==> src/rtl/game_pkg.sv <==
// Shared game types: barrier table entries, collision bit indices and the
// default arena layout used by the barrier ROM.
package game_pkg;

    localparam int COLL_RIGHT   = 0;
    localparam int COLL_LEFT    = 1;
    localparam int COLL_DOWN    = 2;
    localparam int COLL_UP      = 3;
    localparam int MAX_STEP     = 3;
    localparam int MAX_BARRIERS = 16;

    typedef struct packed {
        logic       valid;
        logic [9:0] bl;
        logic [9:0] br;
        logic [9:0] bt;
        logic [9:0] bb;
    } barrier_t;

    typedef struct packed {
        logic [10:0] l;
        logic [10:0] r;
        logic [10:0] t;
        logic [10:0] b;
    } box_t;

    typedef enum logic [1:0] {
        IDLE,
        SCAN,
        PUBLISH
    } scan_state_t;

    localparam barrier_t NO_BARRIER = '0;

    localparam barrier_t B0 = '{1'b1, 10'd100, 10'd140, 10'd80,  10'd200};
    localparam barrier_t B1 = '{1'b1, 10'd500, 10'd540, 10'd80,  10'd200};
    localparam barrier_t B2 = '{1'b1, 10'd100, 10'd140, 10'd280, 10'd400};
    localparam barrier_t B3 = '{1'b1, 10'd500, 10'd540, 10'd280, 10'd400};
    localparam barrier_t B4 = '{1'b1, 10'd260, 10'd380, 10'd220, 10'd260};
    localparam barrier_t B5 = '{1'b1, 10'd300, 10'd340, 10'd40,  10'd120};
    localparam barrier_t B6 = '{1'b1, 10'd300, 10'd340, 10'd360, 10'd440};
    localparam barrier_t B7 = '{1'b1, 10'd20,  10'd60,  10'd220, 10'd260};

    localparam barrier_t [MAX_BARRIERS-1:0] DEFAULT_BARRIERS = {
        {8{NO_BARRIER}}, B7, B6, B5, B4, B3, B2, B1, B0
    };

    function automatic box_t tank_box(
        input logic [9:0] x,
        input logic [9:0] y,
        input logic [9:0] s
    );
        box_t bx;
        bx.l = (x < s) ? 11'd0 : {1'b0, x} - {1'b0, s};
        bx.r = {1'b0, x} + {1'b0, s};
        bx.t = (y < s) ? 11'd0 : {1'b0, y} - {1'b0, s};
        bx.b = {1'b0, y} + {1'b0, s};
        return bx;
    endfunction

    // Strict overlap terms keep pure corner contact from blocking.
    function automatic logic [3:0] barrier_hit(
        input box_t        bx,
        input barrier_t    e,
        input logic [10:0] mg
    );
        logic [10:0] bl;
        logic [10:0] br;
        logic [10:0] bt;
        logic [10:0] bb;
        logic        xov;
        logic        yov;
        logic [3:0]  h;
        bl  = {1'b0, e.bl};
        br  = {1'b0, e.br};
        bt  = {1'b0, e.bt};
        bb  = {1'b0, e.bb};
        yov = (bx.b > bt) && (bx.t < bb);
        xov = (bx.r > bl) && (bx.l < br);
        h   = '0;
        h[COLL_RIGHT] = yov && (bx.r <= bl) && ((bx.r + mg) >= bl);
        h[COLL_LEFT]  = yov && (bx.l >= br) && (bx.l <= (br + mg));
        h[COLL_DOWN]  = xov && (bx.b <= bt) && ((bx.b + mg) >= bt);
        h[COLL_UP]    = xov && (bx.t >= bb) && (bx.t <= (bb + mg));
        if (!e.valid) begin
            h = '0;
        end
        return h;
    endfunction

endpackage

==> src/rtl/barrier_rom.sv <==
// Barrier table lookup; also instanced by the barrier renderer.
module barrier_rom
    import game_pkg::*;
#(
    parameter barrier_t [MAX_BARRIERS-1:0] TABLE = DEFAULT_BARRIERS
) (
    input  logic [3:0] idx,
    output barrier_t   entry
);

    assign entry = TABLE[idx];

endmodule

==> src/rtl/barrier_collision_unit.sv <==
// Per-frame sequential barrier scan producing one tank's blocked-side vector.
module barrier_collision_unit
    import game_pkg::*;
#(
    parameter int NUM_BARRIERS = 8,
    parameter int MARGIN       = 3,
    parameter barrier_t [MAX_BARRIERS-1:0] TABLE = DEFAULT_BARRIERS
) (
    input  logic       Clk,
    input  logic       Reset,
    input  logic       frame_clk,
    input  logic [9:0] TankX,
    input  logic [9:0] TankY,
    input  logic [9:0] TankS,
    output logic [3:0] barrier_collision,
    output logic       scan_busy,
    output logic       scan_done,
    output logic       overrun
);

    localparam logic [10:0] MG   = 11'(MARGIN);
    localparam logic [3:0]  LAST = 4'(NUM_BARRIERS - 1);

    logic        sync1_q;
    logic        sync_q;
    logic        prev_q;
    logic        fedge;
    scan_state_t state;
    logic [3:0]  idx;
    logic [3:0]  acc;
    box_t        snap;
    barrier_t    entry;
    logic [3:0]  hit;

    barrier_rom #(
        .TABLE(TABLE)
    ) u_rom (
        .idx  (idx),
        .entry(entry)
    );

    assign fedge = sync_q & ~prev_q;
    assign hit   = barrier_hit(snap, entry, MG);

    // frame_clk comes from another domain; treat it as data.
    always_ff @(posedge Clk or posedge Reset) begin
        if (Reset) begin
            sync1_q <= 1'b0;
            sync_q  <= 1'b0;
            prev_q  <= 1'b0;
        end else begin
            sync1_q <= frame_clk;
            sync_q  <= sync1_q;
            prev_q  <= sync_q;
        end
    end

    always_ff @(posedge Clk or posedge Reset) begin
        if (Reset) begin
            state             <= IDLE;
            idx               <= '0;
            acc               <= '0;
            snap              <= '0;
            barrier_collision <= '0;
            scan_busy         <= 1'b0;
            scan_done         <= 1'b0;
            overrun           <= 1'b0;
        end else begin
            scan_done <= 1'b0;
            if (fedge && (state != IDLE)) begin
                overrun <= 1'b1;
            end
            unique case (state)
                IDLE: begin
                    if (fedge) begin
                        snap      <= tank_box(TankX, TankY, TankS);
                        acc       <= '0;
                        idx       <= '0;
                        state     <= SCAN;
                        scan_busy <= 1'b1;
                    end
                end
                SCAN: begin
                    acc <= acc | hit;
                    if (idx == LAST) begin
                        state     <= PUBLISH;
                        scan_done <= 1'b1;
                    end else begin
                        idx <= idx + 4'd1;
                    end
                end
                PUBLISH: begin
                    barrier_collision <= acc;
                    state             <= IDLE;
                    scan_busy         <= 1'b0;
                end
                default: begin
                    state     <= IDLE;
                    scan_busy <= 1'b0;
                end
            endcase
        end
    end

endmodule
==> config.mk <==
export PLATFORM = sky130hd
export DESIGN_NAME = barrier_collision_unit
export DESIGN_NICKNAME = d
export VERILOG_FILES = /design/src/rtl/game_pkg.sv /design/src/rtl/barrier_rom.sv /design/src/rtl/barrier_collision_unit.sv
export SDC_FILE = /design/constraint.sdc
export NUM_CORES = 1
export LEC_CHECK = 0
export CORE_ASPECT_RATIO = 1.1
export CORE_MARGIN = 1.5
export CORE_UTILIZATION = 35
export CTS_BUF_LIST = sky130_fd_sc_hd__clkbuf_16
export DETAILED_ROUTE_END_ITERATION = 16
export PLACE_DENSITY_LB_ADDON = 0.1
export SKIP_CTS_REPAIR_TIMING = 1
export SYNTH_ARGS = -nofsm -noshare
export SYNTH_HDL_FRONTEND = slang
export SYNTH_SLANG_ARGS = --single-unit
export TNS_END_PERCENT = 30
==> constraint.sdc <==
create_clock -name Clk -period 4.18 [get_ports Clk]
set_clock_uncertainty 0.2 [all_clocks]
set_input_delay 1.254 -clock Clk [delete_from_list [all_inputs] [get_ports Clk]]
set_output_delay 1.254 -clock Clk [all_outputs]
set_load 0.05 [all_outputs]
==> results of run 1 <==
==> layout by cell type, fill, tap and decap left out, types with 7 or more instances in the layout <==
cell type	synthesis	routed
ha_1	89	89
nand2_1	83	83
dfrtp_1	64	64
nor2_1	42	42
inv_1	43	42
clkdlybuf4s50_1	0	39
o21ai_0	34	34
a21oi_1	32	32
xnor2_1	32	32
o31ai_1	18	18
nor3_1	17	16
o21ai_1	14	14
nand3_1	13	13
buf_4	2	13
xor2_1	12	12
nand2b_1	12	11
o21bai_1	9	9
o41ai_1	9	9
nor2b_1	9	9
clkbuf_16	0	9
nand4_1	7	7
a211oi_1	7	7
and3_1	7	7
==> cells in the mapped netlist, types with 2 or more instances <==
cell type / count / area share (%)
a211oi_1: 7 / 0.94
a21o_1: 6 / 0.80
a21oi_1: 32 / 2.9
a21oi_2: 3 / 0.47
a221o_1: 3 / 0.53
a31oi_1: 4 / 0.45
and2_1: 2 / 0.22
and3_1: 7 / 0.78
buf_4: 2 / 0.27
clkbuf_1: 15 / 1.0
clkinv_1: 2 / 0.13
dfrtp_1: 64 / 29
fa_1: 4 / 1.4
ha_1: 89 / 20
inv_1: 43 / 2.9
mux2_2: 6 / 1.2
mux2i_1: 4 / 0.71
nand2_1: 83 / 5.5
nand2b_1: 12 / 1.3
nand3_1: 13 / 1.2
nand3b_1: 3 / 0.40
nand4_1: 7 / 0.78
nor2_1: 42 / 2.8
nor2b_1: 9 / 1.0
nor3_1: 17 / 1.5
o211a_1: 2 / 0.36
o21a_1: 4 / 0.53
o21ai_0: 34 / 3.0
o21ai_1: 14 / 1.2
o21bai_1: 9 / 1.2
o22ai_1: 2 / 0.22
o31ai_1: 18 / 2.4
o41ai_1: 9 / 1.4
or3_1: 5 / 0.56
or4_1: 3 / 0.40
xnor2_1: 32 / 5.0
xor2_1: 12 / 1.9
==> routing by layer <==
metal / share of wire (%) / GRT usage [%]
met1: 47 / 26.2
met2: 49 / 33.3
met3: 3.2 / 2.27
met4: 1.5 / 6.64
met5: 0 / 0
==> worst max-delay path: cells and delay by family <==
kind / cells / cell delay, ns
buffers and inverters: 2 / 0.68
adders and majority gates: 1 / 0.31
and+or+nand+nor: 2 / 0.31
AOI/OAI and AO/OA: 4 / 1.16
==> report_power, final <==
| group | internal (uW) | leakage, uW | total (uW) | switching (uW) |
|---|---|---|---|---|
| clock | 583 | 0.000167 | 869 | 286 |
| sequential | 872 | 0.000812 | 1180 | 312 |
| combinational | 970 | 0.00212 | 2180 | 1210 |
| total | 2430 | 0.00310 | 4230 | 1800 |
==> path summary, 6_finish.rpt <==
path / startpoint / end / slack, ns / cells after the start
worst max-delay path: TankS[1] / snap[13] / 0.43 / 9
worst min-delay path: sync1_q / sync_q / 0.16 / 0
worst max register to register: idx[0] / acc[3] / 0.77 / 10
worst min register to register: sync1_q / sync_q / 0.16 / 0
max in group asynchronous: Reset / snap[22] / 1.98 / 3
min in group asynchronous: Reset / prev_q / 1.08 / 2
==> metrics by stage <==
stage	cells	instance area (sq um)	hold WS (ns)	total power, uW
after floorplan	649	5620	0.131	2740
after global placement	882	6300	0.147	3310
after detailed placement	882	6300	0.146	3380
after CTS	898	6640	0.163	4290
after global routing	898	6640	0.172	4660
final	898	6640	0.158	4230
==> logic make-up after synthesis <==
logic type	count (synthesis)	share of synthesized area (%)
and+or+nand+nor	213	18.3
AOI/OAI and AO/OA	159	18.4
adders and majority gates	94	21.5
buffers and inverters	65	4.63
DFF	64	28.5
xor gates and xnor gates	44	6.86
muxes	10	1.92
==> registers in the layout (all words and copies together) (netlist names), 2 cells and up <==
register and count:
barrier_collision 4, state 2, acc 4, snap 44, idx 4
==> layout make-up <==
| type | instances | area, sq um | share of cell area, % |
|---|---|---|---|
| Clock inverter | 7 | 120 | 1.81 |
| Clock buffer | 9 | 225 | 3.39 |
| Inverter | 45 | 169 | 2.54 |
| Timing Repair Buffer | 53 | 508 | 7.65 |
| Sequential cell | 64 | 1600 | 24.1 |
| Tap cell | 200 | 250 | 3.77 |
| Multi-Input combinational cell | 520 | 3770 | 56.7 |
==> metrics, run 1 <==
outcome=finished, final reports clean; n_diodes=0; Filler cells=1570; final core occ=42.4%; post-route setup slack=0.434 ns; initial drt markers=207; first-pass GRT wire length=25200 um; worst hold path type=reg -> reg; cells along the critical path=clkdlybuf4s50_1 -> inv_1 -> ha_1 -> nor2b_1 -> o31ai_1 -> nand4bb_1 -> a221o_1 -> a21oi_2 -> o22ai_1; final hold violation count=0; All-Layer GR Usage=19.8%; crit share post-route=89.6%; H-tree Lvls=3; CTS tree=built; layout cells sized above 1=7.02%; wire per inst=17.0 um; Vias=4705; Layout Nets=819; Final Setup Violations=0; Die H=136 um; asr flop ratio synth=100%; number of CTS-inserted buffers=9; unrepaired setup endpoints after global routing=false; # rows=48; crit path launch type=primary input; Placer Congestion=0.852; power per cell area=637 nW/um^2; post-route ant nets=0; core area=15700 sq um; buffers added on ports=39; WP data required=4.16 ns; max-slew violation count=0; DRC=0; GR Overflow Total=0; initial antenna violation count=0; Final TNS setup=0 ns; Leakage Power=0.00310 uW; starting density of the core=35.8%; nature of the critical path endpoint=flip-flop; slowest stage cell, crit path=clkdlybuf4s50_1; Seq/Total Area, Yosys=28.5%; most common flop cell mapped by yosys=dfrtp_1; max incr delay on CP=0.53 ns; vias in the first global route=4818; Die Area=16800 sq um; First-pass DRT Iterations=4; Post-Syn Nets=775; Reg clk slew, reported paths=0.05 ns; Max IR drop VDD=0.000236 V; Die W=124 um; pre-CTS setup slack=0.0542 ns; IO Pins=40; Yosys cell types=63; Ys Warns=0; Post-DP HPWL=12500 um; Avg Inst Size Synth=8.65 sq um; DR vias/cell=5.24; Post-Syn Area=5620 sq um; Sink Count=64; fmax=267 MHz; Root Driver=clkbuf_16; Yosys reg bits=64; Post-synth EDFFs=0; min Tclk post-route=3.75 ns; Max-Cap Viols=0; Worst EP arrival=3.72 ns; Cells after Synth=649; CP Max Fanout=9; Slew HR=34.1%; WL final=15300 um; clock insertion delay at the later pin of the skew report=0.33 ns; Clock Path Buffers=2; worst slew pin tran=0.986 ns; pin count of the biggest net entering global routing=50; Area Growth Syn to Fin=18.3%; critical path class=in -> reg
Power figures use the tool's default switching activity.
==> inputs of run 2 (changes only) <==
--- a/config.mk
+++ b/config.mk
@@ -6,7 +6,6 @@
 export NUM_CORES = 1
 export LEC_CHECK = 0
 export CORE_ASPECT_RATIO = 1.1
-export CORE_MARGIN = 1.5
 export CORE_UTILIZATION = 35
 export CTS_BUF_LIST = sky130_fd_sc_hd__clkbuf_16
 export DETAILED_ROUTE_END_ITERATION = 16
==> run 2 against run 1 <==
Compared with the run above: register-to-register slack improved by 0.02 ns; die area is 1.5% lower; clock power is 15% lower; hold slack improved by 0.016 ns; first-iteration DRC count is 35% higher; utilization is 0.26 points lower; global-route usage is 0.35 points higher; routed wire length hardly changed; critical path depth stayed put; count of clock-buffer cells in the layout unchanged; combinational power about the same; total power is 2.7% lower; largest cell class unchanged; highest routed layer unchanged.
==> metrics, run 2 (same netlist as run 1, synthesis figures left out) <==
outcome=finished, final reports clean; max-slew violation count=0 (unchanged); Max-Cap Viols=0 (unchanged); post-route ant nets=0 (unchanged); nature of the critical path endpoint=flip-flop; Reg clk slew, reported paths=0.06 ns (about the same); First-pass DRT Iterations=4 (unchanged); max incr delay on CP=0.51 ns (-0.02 ns); Final Setup Violations=0 (unchanged); Vias=4714 (+0.19%); number of CTS-inserted buffers=9 (unchanged); GRT Max-Usage Layer=met2; Max IR drop VDD=0.000222 V (-5.8%); clock share of power=18.0% (-2.6 points); Biggest register=snap; DRC=0 (unchanged); Sink Count=64 (unchanged); core area=15700 sq um (unchanged); Leakage Power=0.00308 uW (-0.48%); first-pass GRT wire length=25200 um (unchanged); starting density of the core=35.8% (unchanged); min Tclk post-route=3.68 ns (-0.0651 ns); Clock Path Buffers=2 (unchanged); worst slew pin tran=0.795 ns (-0.191 ns); CTS tree=built; Root Driver=clkbuf_16; most frequent cells in the layout=ha_1, nand2_1, dfrtp_1, nor2_1, inv_1; WL final=15300 um (about the same); DR vias/cell=5.24 (about the same); combinational fraction of design power=53.2% (+1.8 points); Worst EP arrival=3.67 ns (-0.05 ns); Filler cells=1565 (-0.32%); most common cell after layout, fill and taps aside=ha_1; cell-internal power=2310 uW (-4.8%); Placer Congestion=0.862 (+1.1%); buffers added on ports=39 (unchanged); fmax=272 MHz (+1.8%); P_sw=1810 uW (about the same); WP data required=4.16 ns (about the same); GR Overflow Total=0 (unchanged); clock insertion delay at the later pin of the skew report=0.34 ns (about the same); H-tree Lvls=3 (unchanged); GR Util met2=34.4% (+1.0 points); crit share post-route=88.1% (-1.6 points); initial drt markers=280 (+35%); # rows=48 (unchanged); Net Sw Frac=43.9% (+1.2 points); GRT met3 Usage=2.32% (+0.058 points); All-Layer GR Usage=20.1% (+0.35 points); met1 Use GR=25.6% (-0.63 points); n_diodes=0 (unchanged); max reg flops=44 (unchanged); Area Growth Syn to Fin=17.6%; initial antenna violation count=0 (unchanged); delay-heaviest family, CP=compound AO/OA/AOI/OAI gates; Slew HR=47.0% (+13 points); IO Pins=40 (unchanged); most used cell along the critical path=o31ai_1; total power=4110 uW (-2.7%); sequential cell area=1600 sq um (unchanged); Post-DP HPWL=12700 um (+1.2%); Die Area=16600 sq um (-1.5%); Final TNS setup=0 ns (unchanged); worst hold path type=reg -> reg; Layout Nets=821 (+0.24%); vias in the first global route=4837 (+0.39%); slowest stage cell, crit path=clkdlybuf4s50_1; power per cell area=623 nW/um^2 (-2.1%); CP Max Fanout=9 (unchanged); area of the multi-input gates=3760 sq um (-0.17%); final hold violation count=0 (unchanged); layout cells sized above 1=7.14% (+0.12 points); crit path launch type=primary input; Die W=123 um (-0.81%); part of the power in registers=28.8% (+0.8 points); pin count of the biggest net entering global routing=50 (unchanged); crit path buf inv count=2 (unchanged); unrepaired setup endpoints after global routing=false; cells along the critical path=clkdlybuf4s50_1 -> inv_1 -> ha_1 -> nor2b_1 -> o31ai_1 -> nand4bb_1 -> a221o_1 -> a21oi_2 -> o31ai_1; Die H=135 um (-0.74%); wire per inst=17.0 um (-0.14%); critical path class=in -> reg
-- run 2: changes by cell type in the layout (fill, tap and decap cells not counted), sizes merged --
cell	delta
buf	+2
bufinv	-2
clkinvlp	+1
inv	+1
-- run 2: layout make-up --
class,count,share of cell area (%)
clock buffers,9,3.41
flip-flops and latches,64,24.3
inverters,45,2.56
repair buffers,55,7.92
clock inverters,7,1.08
well taps,200,3.79
multi-input cells,520,57.0
-- run 2: worst register-to-register path: cells and delay by family, from the launching register on --
kind	cells	cell delay, ns
AOI/OAI and AO/OA	6	1.38
and+or+nand+nor	1	0.38
DFF	1	0.54
adders and majority gates	2	0.70
buffers and inverters	1	0.15
-- run 2: power by group through the flow --
stage	registers, uW	logic, uW	clock network, uW
after floorplan	1100	1640	0
after global placement	1180	2120	0
after detailed placement	1190	2190	0
after CTS	1180	2210	769
after global routing	1230	2500	795
final	1190	2190	742
-- run 2: stage by stage --
step | area [sq um] | setup WS (ns) | cells | utilization (%) | hold slack (ns)
floorplan | 5620 | 0.764 | 649 | - | 0.131
detailed placement | 6310 | 0.125 | 884 | 40.2 | 0.154
global route | 6600 | 0.264 | 900 | 42.1 | 0.185
CTS | 6600 | 0.498 | 900 | 42.1 | 0.178
finish | 6600 | 0.499 | 900 | 42.1 | 0.174
global placement | 6310 | 0.182 | 884 | 40.2 | 0.150
-- run 2: final timing paths --
kind / endpoint / from / slack, ns / cells after the start
setup / recovery: snap[16] / TankS[1] / 0.50 / 9
hold / removal: sync_q / sync1_q / 0.17 / 0
setup reg to reg: acc[3] / idx[0] / 0.79 / 10
hold reg to reg: sync_q / sync1_q / 0.17 / 0
max in group asynchronous: snap[26] / Reset / 1.94 / 3
min in group asynchronous: sync1_q / Reset / 1.12 / 2
-- run 2: routing by layer --
| layer | up-vias | part of all wire (%) |
|---|---|---|
| met5 | - | 0 |
| met4 | 0 | 2.3 |
| met3 | 22 | 2.8 |
| met2 | 97 | 49 |
| met1 | 2196 | 46 |
| li1 | 2399 | - |
